<file path="src/rtl/irrigation_timer_bcd.sv">
// Parametrised BCD run-time timer (MM:SS / HH:MM:SS) with preset load, up/down
// counting, pause/resume, terminal detection and a multiplexed 7-segment scan.
module irrigation_timer_bcd #(
    parameter int DIGITS   = 4,
    parameter int PRESCALE = 50000000,
    parameter int SCAN_DIV = 50000
) (
    input  logic                  clk,
    input  logic                  rst_n,
    input  logic                  load,
    input  logic [4*DIGITS-1:0]   preset,
    input  logic                  start,
    input  logic                  stop,
    input  logic                  clear,
    input  logic                  dir,
    output logic [4*DIGITS-1:0]   count,
    output logic                  running,
    output logic                  expired,
    output logic                  done,
    output logic [6:0]            seg,
    output logic [DIGITS-1:0]     dig_sel
);

    localparam int W  = 4 * DIGITS;
    localparam int PW = $clog2(PRESCALE);
    localparam int SW = (SCAN_DIV > 1) ? $clog2(SCAN_DIV) : 1;
    localparam int IW = $clog2(DIGITS);

    typedef enum logic [1:0] {S_IDLE, S_RUN, S_PAUSE, S_EXPIRED} state_t;

    state_t          state_q, state_d;
    logic [W-1:0]    count_q, count_d;
    logic [PW-1:0]   presc_q, presc_d;
    logic            dir_q, dir_d;
    logic            done_q, done_d;
    logic [SW-1:0]   scan_cnt_q, scan_cnt_d;
    logic [IW-1:0]   idx_q, idx_d;
    logic [DIGITS-1:0] dig_sel_q, dig_sel_d;
    logic [6:0]      seg_q, seg_d;
    logic [W-1:0]    step_val;
    logic [3:0]      cur_dig;

    // Seconds/minutes digits alternate mod 10 / mod 6; the top digit is always mod 10.
    function automatic logic [3:0] dig_max(input int i);
        return ((i % 2 == 0) || (i == DIGITS - 1)) ? 4'd9 : 4'd5;
    endfunction

    function automatic logic [W-1:0] bcd_step(input logic [W-1:0] v, input logic down);
        logic [W-1:0] r;
        logic         c;
        logic [3:0]   d;
        r = v;
        c = 1'b1;
        for (int i = 0; i < DIGITS; i++) begin
            d = v[4*i +: 4];
            if (c) begin
                if (down) begin
                    if (d == 4'd0) r[4*i +: 4] = dig_max(i);
                    else begin
                        r[4*i +: 4] = d - 4'd1;
                        c = 1'b0;
                    end
                end else begin
                    if (d >= dig_max(i)) r[4*i +: 4] = 4'd0;
                    else begin
                        r[4*i +: 4] = d + 4'd1;
                        c = 1'b0;
                    end
                end
            end
        end
        return r;
    endfunction

    function automatic logic [W-1:0] clamp(input logic [W-1:0] v);
        logic [W-1:0] r;
        r = v;
        for (int i = 0; i < DIGITS; i++) begin
            if (v[4*i +: 4] > dig_max(i)) r[4*i +: 4] = dig_max(i);
        end
        return r;
    endfunction

    function automatic logic is_max(input logic [W-1:0] v);
        logic m;
        m = 1'b1;
        for (int i = 0; i < DIGITS; i++) begin
            if (v[4*i +: 4] != dig_max(i)) m = 1'b0;
        end
        return m;
    endfunction

    function automatic logic [6:0] seg_decode(input logic [3:0] d);
        case (d)
            4'd0:    return 7'b1111110;
            4'd1:    return 7'b0110000;
            4'd2:    return 7'b1101101;
            4'd3:    return 7'b1111001;
            4'd4:    return 7'b0110011;
            4'd5:    return 7'b1011011;
            4'd6:    return 7'b1011111;
            4'd7:    return 7'b1110000;
            4'd8:    return 7'b1111111;
            4'd9:    return 7'b1111011;
            default: return 7'b0000000;
        endcase
    endfunction

    always_comb begin
        state_d  = state_q;
        count_d  = count_q;
        presc_d  = presc_q;
        dir_d    = dir_q;
        done_d   = 1'b0;
        step_val = bcd_step(count_q, dir_q);
        if (clear) begin
            count_d = '0;
            presc_d = '0;
            state_d = S_IDLE;
        end else if (load) begin
            count_d = clamp(preset);
            presc_d = '0;
            state_d = S_IDLE;
        end else begin
            case (state_q)
                S_RUN: begin
                    if (stop) begin
                        state_d = S_PAUSE;
                    end else if (presc_q == PW'(PRESCALE - 1)) begin
                        presc_d = '0;
                        count_d = step_val;
                        if (dir_q ? (step_val == '0) : is_max(step_val)) begin
                            state_d = S_EXPIRED;
                            done_d  = 1'b1;
                        end
                    end else begin
                        presc_d = presc_q + PW'(1);
                    end
                end
                S_IDLE: begin
                    // A same-cycle stop outranks start, so start is dropped.
                    if (start && !stop) begin
                        dir_d   = dir;
                        presc_d = '0;
                        if (dir && count_q == '0) begin
                            state_d = S_EXPIRED;
                            done_d  = 1'b1;
                        end else begin
                            state_d = S_RUN;
                        end
                    end
                end
                S_PAUSE: begin
                    if (start && !stop) state_d = S_RUN;
                end
                default: ;
            endcase
        end
    end

    always_comb begin
        scan_cnt_d = scan_cnt_q + SW'(1);
        idx_d      = idx_q;
        if (scan_cnt_q == SW'(SCAN_DIV - 1)) begin
            scan_cnt_d = '0;
            idx_d      = (idx_q == IW'(DIGITS - 1)) ? '0 : idx_q + IW'(1);
        end
        cur_dig = 4'd0;
        for (int i = 0; i < DIGITS; i++) begin
            dig_sel_d[i] = (idx_d == IW'(i));
            if (idx_d == IW'(i)) cur_dig = count_q[4*i +: 4];
        end
        seg_d = seg_decode(cur_dig);
    end

    always_ff @(posedge clk or negedge rst_n) begin
        if (!rst_n) begin
            state_q    <= S_IDLE;
            count_q    <= '0;
            presc_q    <= '0;
            dir_q      <= 1'b0;
            done_q     <= 1'b0;
            scan_cnt_q <= '0;
            idx_q      <= '0;
            dig_sel_q  <= {{(DIGITS-1){1'b0}}, 1'b1};
            seg_q      <= 7'b1111110;
        end else begin
            state_q    <= state_d;
            count_q    <= count_d;
            presc_q    <= presc_d;
            dir_q      <= dir_d;
            done_q     <= done_d;
            scan_cnt_q <= scan_cnt_d;
            idx_q      <= idx_d;
            dig_sel_q  <= dig_sel_d;
            seg_q      <= seg_d;
        end
    end

    assign count   = count_q;
    assign running = (state_q == S_RUN);
    assign expired = (state_q == S_EXPIRED);
    assign done    = done_q;
    assign seg     = seg_q;
    assign dig_sel = dig_sel_q;

endmodule

</file>
<file path="config.mk">
export PLATFORM = sky130hd
export DESIGN_NAME = irrigation_timer_bcd
export DESIGN_NICKNAME = d
export VERILOG_FILES = /design/src/rtl/irrigation_timer_bcd.sv
export SDC_FILE = /design/constraint.sdc
export NUM_CORES = 1
export LEC_CHECK = 0
export CAP_MARGIN = 20
export CORE_MARGIN = 1.5
export CORE_UTILIZATION = 62
export CTS_CLUSTER_DIAMETER = 30
export DETAILED_ROUTE_END_ITERATION = 8
export PLACE_DENSITY_LB_ADDON = 0.25
export SLEW_MARGIN = 40
export SYNTH_ARGS = -nofsm -noshare
export SYNTH_HDL_FRONTEND = slang
export SYNTH_SLANG_ARGS = --single-unit
</file>
<file path="constraint.sdc">
create_clock -name clk -period 5.4 [get_ports clk]
set_input_delay 1.08 -clock clk [delete_from_list [all_inputs] [get_ports clk]]
set_output_delay 1.08 -clock clk [all_outputs]
set_load 0.02 [all_outputs]
</file>
After elaboration in Yosys (flattened, before gate mapping). Memory sizes are Yosys's and may differ from the RTL's. A register that Yosys moved wholly into a read port is not among the register bits. Cells that the tools add are included.

Output and inout port bits: 30. Logic and storage cells: 144. Memories kept: 1. Memory bits (read-only): 112. Register bits after elaboration: 68.

$add $sub $neg: 11. Reductions and logical operators: 20. Bitwise operators: 2. Mux-type cells: 75. Equality and inequality tests: 19. $lt $le $gt $ge: 8.

Memories: (name not given) (depth 16, bits a word 7, rd ports 1, clocked after memory_dff 1, wr ports 0, RTL line 94) `case (d)`.

Operator list (number): $mux W26 (5); $mux W16 (6); $mux W4 (23); $pmux W26 S2 (1); $logic_not A16 Y1 (2); $mux W1 (28); $add A26 B1 Y26 const B (1); $eq A26 B26 Y1 const B (1); $ne A4 B4 Y1 const B (6); $mux W2 (10); $add A16 B1 Y16 const B (1); $add A4 B1 Y4 const B (4); $eq A16 B16 Y1 const B (1); $logic_not A4 Y1 (4); $sub A4 B1 Y4 const B (4); $ge A4 B4 Y1 const B (3); $gt A4 B4 Y1 const B (3); $eq A2 B2 Y1 const B (5); $ne A5 B4 Y1 const B (2); $pmux W2 S3 (1); $reduce_and A3 Y1 (2); $reduce_bool A3 Y1 (2); $reduce_and A5 Y1 (1); $reduce_bool A5 Y1 (1); 13 further kinds (18).

Depth between registers and ports, before layout.
Depth after elaboration: 20. Depth in mapped cells: 13. Mapped depth without buffers: 12.

Worst setup path after synthesis. No wires, ideal clock.

Kind: register to register. Start: register count_q[4] (netlist: count[4]). End: register state_q[0]. Setup time: 0.132 ns. Data arrival time: 2.870 ns. Cell stages (with the launch flop): 12. Setup slack: 2.398 ns. Path buffers: 1. Path through: dfrtp_1 -> clkbuf_1 -> inv_1 -> ha_1 -> nand2b_1 -> a32oi_2 -> a21oi_4 -> or4b_2 -> a221oi_2 -> a41o_1 -> a31oi_1 -> mux2i_1.

Cells in the longest elaborated chain, start to end: 16.

Ends and longest elaborated chain: from (decl) (RTL line 32) `logic [W-1:0] count_q, count_d;`; from (signal assigned) (RTL line 189) `count_q <= count_d;`; $add A4 B1 Y4, or another cell as far along (RTL line 66) `r[4*i +: 4] = d + 4'd1;`; $mux W4, or another cell as far along (RTL line 64) `if (d >= dig_max(i)) r[4*i +: 4] = 4'd0;`; $mux W4 or $mux W1 (tied branches) (RTL line 57) `if (down) begin`; $mux W4 or $mux W1 (tied branches) (RTL line 56) `if (c) begin`; $ne A4 B3 Y1, or another cell as far along (RTL line 88) `if (v[4*i +: 4] != dig_max(i)) m = 1'b0;`; $mux W1, or another cell as far along (RTL line 88); $mux W1 or $ne A4 B4 Y1 (tied branches) (RTL line 88); $mux W1 (RTL line 88); $mux W1 (RTL line 129) `end else if (presc_q == PW'(PRESCALE - 1)) begin`; $mux W1 (RTL line 127) `if (stop) begin`; $mux W1 (RTL line 125) `case (state_q)`; $mux W1 (RTL line 120) `end else if (load) begin`; $mux W1 (RTL line 116) `if (clear) begin`; $mux W1 (*) (RTL line 132) `if (dir_q ? (step_val == '0) : is_max(step_val)) begin`; $ne A5 B4 Y1 (no line) (*); $reduce_and A5 Y1 (no line) (*); to (signal assigned) (RTL line 188) `state_q <= state_d;`; to (decl) (RTL line 31) `state_t state_q, state_d;`.

Every way passes the cells marked *; elsewhere a longest branch is shown, timed or not. The select of a mux whose other input is x is not followed. A chain may end at the register's enable or synchronous reset.

Worst setup path after layout.
Start: register scan_cnt_q[0]. End: register seg_q[3] (netlist: seg[3]).

Cells in the longest elaborated chain, start to end: 7.

Ends and longest elaborated chain: from (decl) (RTL line 36) `logic [SW-1:0] scan_cnt_q, scan_cnt_d;`; from (signal assigned) (RTL line 193) `scan_cnt_q <= scan_cnt_d;`; $eq A16 B16 Y1 (*) (RTL line 164) `if (scan_cnt_q == SW'(SCAN_DIV - 1)) begin`; $mux W2 (*) (RTL line 164); $logic_not A2 Y1 (RTL line 171) `if (idx_d == IW'(i)) cur_dig = count_q[4*i +: 4];`; $mux W4 (3 in a row) (RTL line 171); $mux W4 (*) (RTL line 171); to (decl) (RTL line 39) `logic [6:0] seg_q, seg_d;`.

Every way passes the cells marked *; elsewhere a longest branch is shown, timed or not.

==> summary.txt <==
Floorplanning
  • Die height: 94.6 um
  • I/O pin count: 53
  • Initial core utilization: 63.6%
  • Row cnt: 33
  • Full die area: 0.00895 mm2
  • Die X: 94.6 um
  • Core area: 0.00818 mm2

Placed design
  • Port bufs: 52
  • Dpl ws: 1.31 ns
  • Gp weighted congestion: 1.01
  • Dpl hpwl: 8640 um

STA
  • Setup ws final: 1.84 ns
  • Setup Skew: 0.0164 ns
  • Worst relative slew slack: 46.6%
  • Worst slew pin tran: 0.799 ns
  • Crit share post-route: 66.0%
  • Tmin final: 3.56 ns
  • Unrepaired setup endpoints after global routing: no
  • Setup TNS: 0 ns
  • Fmax: 281 MHz
  • Final hold vios: 0
  • Slew Limit Fails: 0
  • Setup-failing EPs final: 0
  • Fin Hold WS: 0.464 ns

Layout
  • Fillers: 621
  • Nets: 673
  • Final Util: 72.2%
  • # diodes: 0
  • Synth-to-Final Area Change: 13.5%
  • Share of layout cells above drive strength 1: 9.22%

Synthesis
  • Synth top area cells: dfrtp_1 33%, ha_1 6.3%, o21ai_0 4.8%
  • Post-synth top area share: 32.7%
  • Synthesized area: 0.00520 mm2
  • Synthesized Nets: 641
  • Fraction of registers with async set/reset: 100%
  • Number of synthesized flops with an enable pin: 0
  • Sequential area share after synthesis: 36.3%
  • Netlist cell types: 82
  • Largest area contributor in the synthesized netlist: dfrtp_1
  • Synth Flop Type: dfrtp_1
  • Avg Inst Size Synth: 8.78 um2
  • Flops & latches, synth: 75
  • Post-Synthesis Cells: 592
  • Yosys warnings: 0

Power
  • Pwr per Cell Area: 240 mW/mm2
  • Pleak: 2.47 nW
  • Peak supply drop: 0.000163 V
  • Power Total: 0.00142 W

Routing
  • Wirelength per Cell: 16.6 um
  • Vias: 4697
  • Final ANT Viol Nets: 0
  • Residual DRC count: 0
  • Routed WL: 12200 um
  • Total iterations of the first detailed-routing run: 5
  • Via density: 6.40
  • DR iter-0 viols: 351

Worst hold path
  • Hold path depth: 1
  • Hold endpoint: scan_cnt_q[0]
  • Worst hold start: scan_cnt_q[0]
  • Min-Delay Path Class: reg -> reg

Setup path
  • R2r setup slk: 1.84 ns
  • Crit end category: register
  • R2R depth: 11
  • CP max FO: 11
  • Worst Path Arrival: 3.83 ns
  • Required time of the critical path: 5.67 ns
  • R2r endpoint: seg[3]
  • Kind of critical path: reg -> reg
  • Launch point of the worst reg-to-reg path: scan_cnt_q[0]
  • Startpoint types: register

Global route
  • Initial antenna violation count: 0
  • First-pass GRT wire length: 20300 um
  • Vias in the first global route: 4327
  • Total gr overflow: 0
  • Largest net degree at the start of global routing: 76
  • Gr usage total: 29.0%

Clocking
  • Clock root cell: clkbuf_8
  • Clk slew on worst S/H paths: 0.09 ns
  • Post-CTS Resized: 0
  • Clk sinks: 75
  • Post-CTS Setup Bufs: 0
  • H-tree lvl count: 3
  • Num CTS Buffers: 9
  • CTS Buffer Depth: 2
  • # hold bufs at CTS: 0
  • Worst skew pair latency: 0.35 ns
  • CTS tree: built

Flow run
  • Max-cap violations: 0

Status
  • Status: complete, no violations
-- critical path, stage by stage, from the launching register on --
cell and delay [ns]:
dfrtp_1 0.37, ha_1 0.19, and3_1 0.24, nand2_1 0.11, nor4_4 0.64, mux2i_2 0.60, mux4_2 0.69, inv_1 0.15
ha_1 0.16, nor2_1 0.04, o21bai_1 0.15, o21ai_0 0.12
-- cells in the mapped netlist, types with 10 or more instances --
library cell,number
and3_1,13
inv_1,27
nor2b_1,11
clkbuf_1,18
a21oi_1,31
a211oi_1,12
nor3_1,12
dfrtp_1,68
nand3_1,23
mux2i_1,12
ha_1,26
nand2_1,48
nor2_1,64
xor2_1,10
a31oi_1,12
o21ai_0,50
-- cells in the final DEF, fill, tap and decap left out, types with 7 or more instances in the layout --
master and n:
nor2b_1 11, inv_1 27, o21ai_0 50, xnor2_1 8, xor2_1 10, dfstp_2 7
clkbuf_8 9, nand4_1 8, nor2_1 63, a31oi_1 12, nand2_1 48, mux2i_1 11
nand3_1 23, and3_1 13, clkdlybuf4s50_1 50, a21oi_1 31, a211oi_1 12, ha_1 26
dfrtp_1 67, nor3_1 12
-- flip-flops by register name, indices dropped and copies added, names as in the netlist --
signal	count
presc_q	26
done	1
dig_sel	4
scan_cnt_q	16
seg	7
count	16
state_q	2
dir_q	1
idx_q	2
-- kinds of logic (layout without fill, tap and decap cells) --
family          after synthesis  after routing  share of synthesized area (%)
flops                        75             75                           36.3
simple gates                225            225                           22.7
compound gates              169            169                           21.3
xor+xnor                     18             18                           3.03
buf+inv                      61             98                           5.77
fa+ha+maj                    26             26                           6.26
mux                          18             18                           4.69
-- cell type report --
class	count	area, um2	share of cell area, %
Multi-Input combinational cell	456	3020	51.2
Sequential cell	75	1890	32.0
Timing Repair Buffer	54	532	9.01
Tap cell	105	131	2.23
Clock buffer	9	124	2.10
Clock inverter	7	105	1.78
Inverter	28	105	1.78
-- where the power goes --
part / internal [W] / switching, W
Clock: 0.000268 / 0.000227
Sequential: 0.000579 / 0.0000423
Combinational: 0.000127 / 0.000173
Total: 0.000974 / 0.000442
-- worst max-delay path by stage --
stage / startpoint / end / slack [ns] / cells after the start
2_1_floorplan: count[4] / state_q[0] / 2.40 / 11
3_3_place_gp: load / presc_q[19] / 1.48 / 7
3_5_place_dp: load / presc_q[19] / 1.31 / 7
4_1_cts: scan_cnt_q[0] / seg[3] / 1.65 / 11
5_1_grt: scan_cnt_q[0] / seg[3] / 1.51 / 11
6_report: scan_cnt_q[0] / seg[3] / 1.84 / 11
-- metal layers --
| metal | GRT usage [%] | vias up | share of wire [%] |
|---|---|---|---|
| li1 | - | 2225 | - |
| met1 | 40.0 | 2225 | 44 |
| met2 | 45.5 | 223 | 46 |
| met3 | 7.17 | 24 | 7.9 |
| met4 | 8.08 | 0 | 1.4 |
| met5 | 0 | - | 0 |
-- stage by stage --
stage / cells / area (um2)
floorplan: 592 / 5200
global placement: 718 / 5670
global route: 734 / 5900
CTS: 734 / 5900
finish: 734 / 5900
detailed placement: 718 / 5670
No activity file was read; power rests on OpenSTA's default activity.
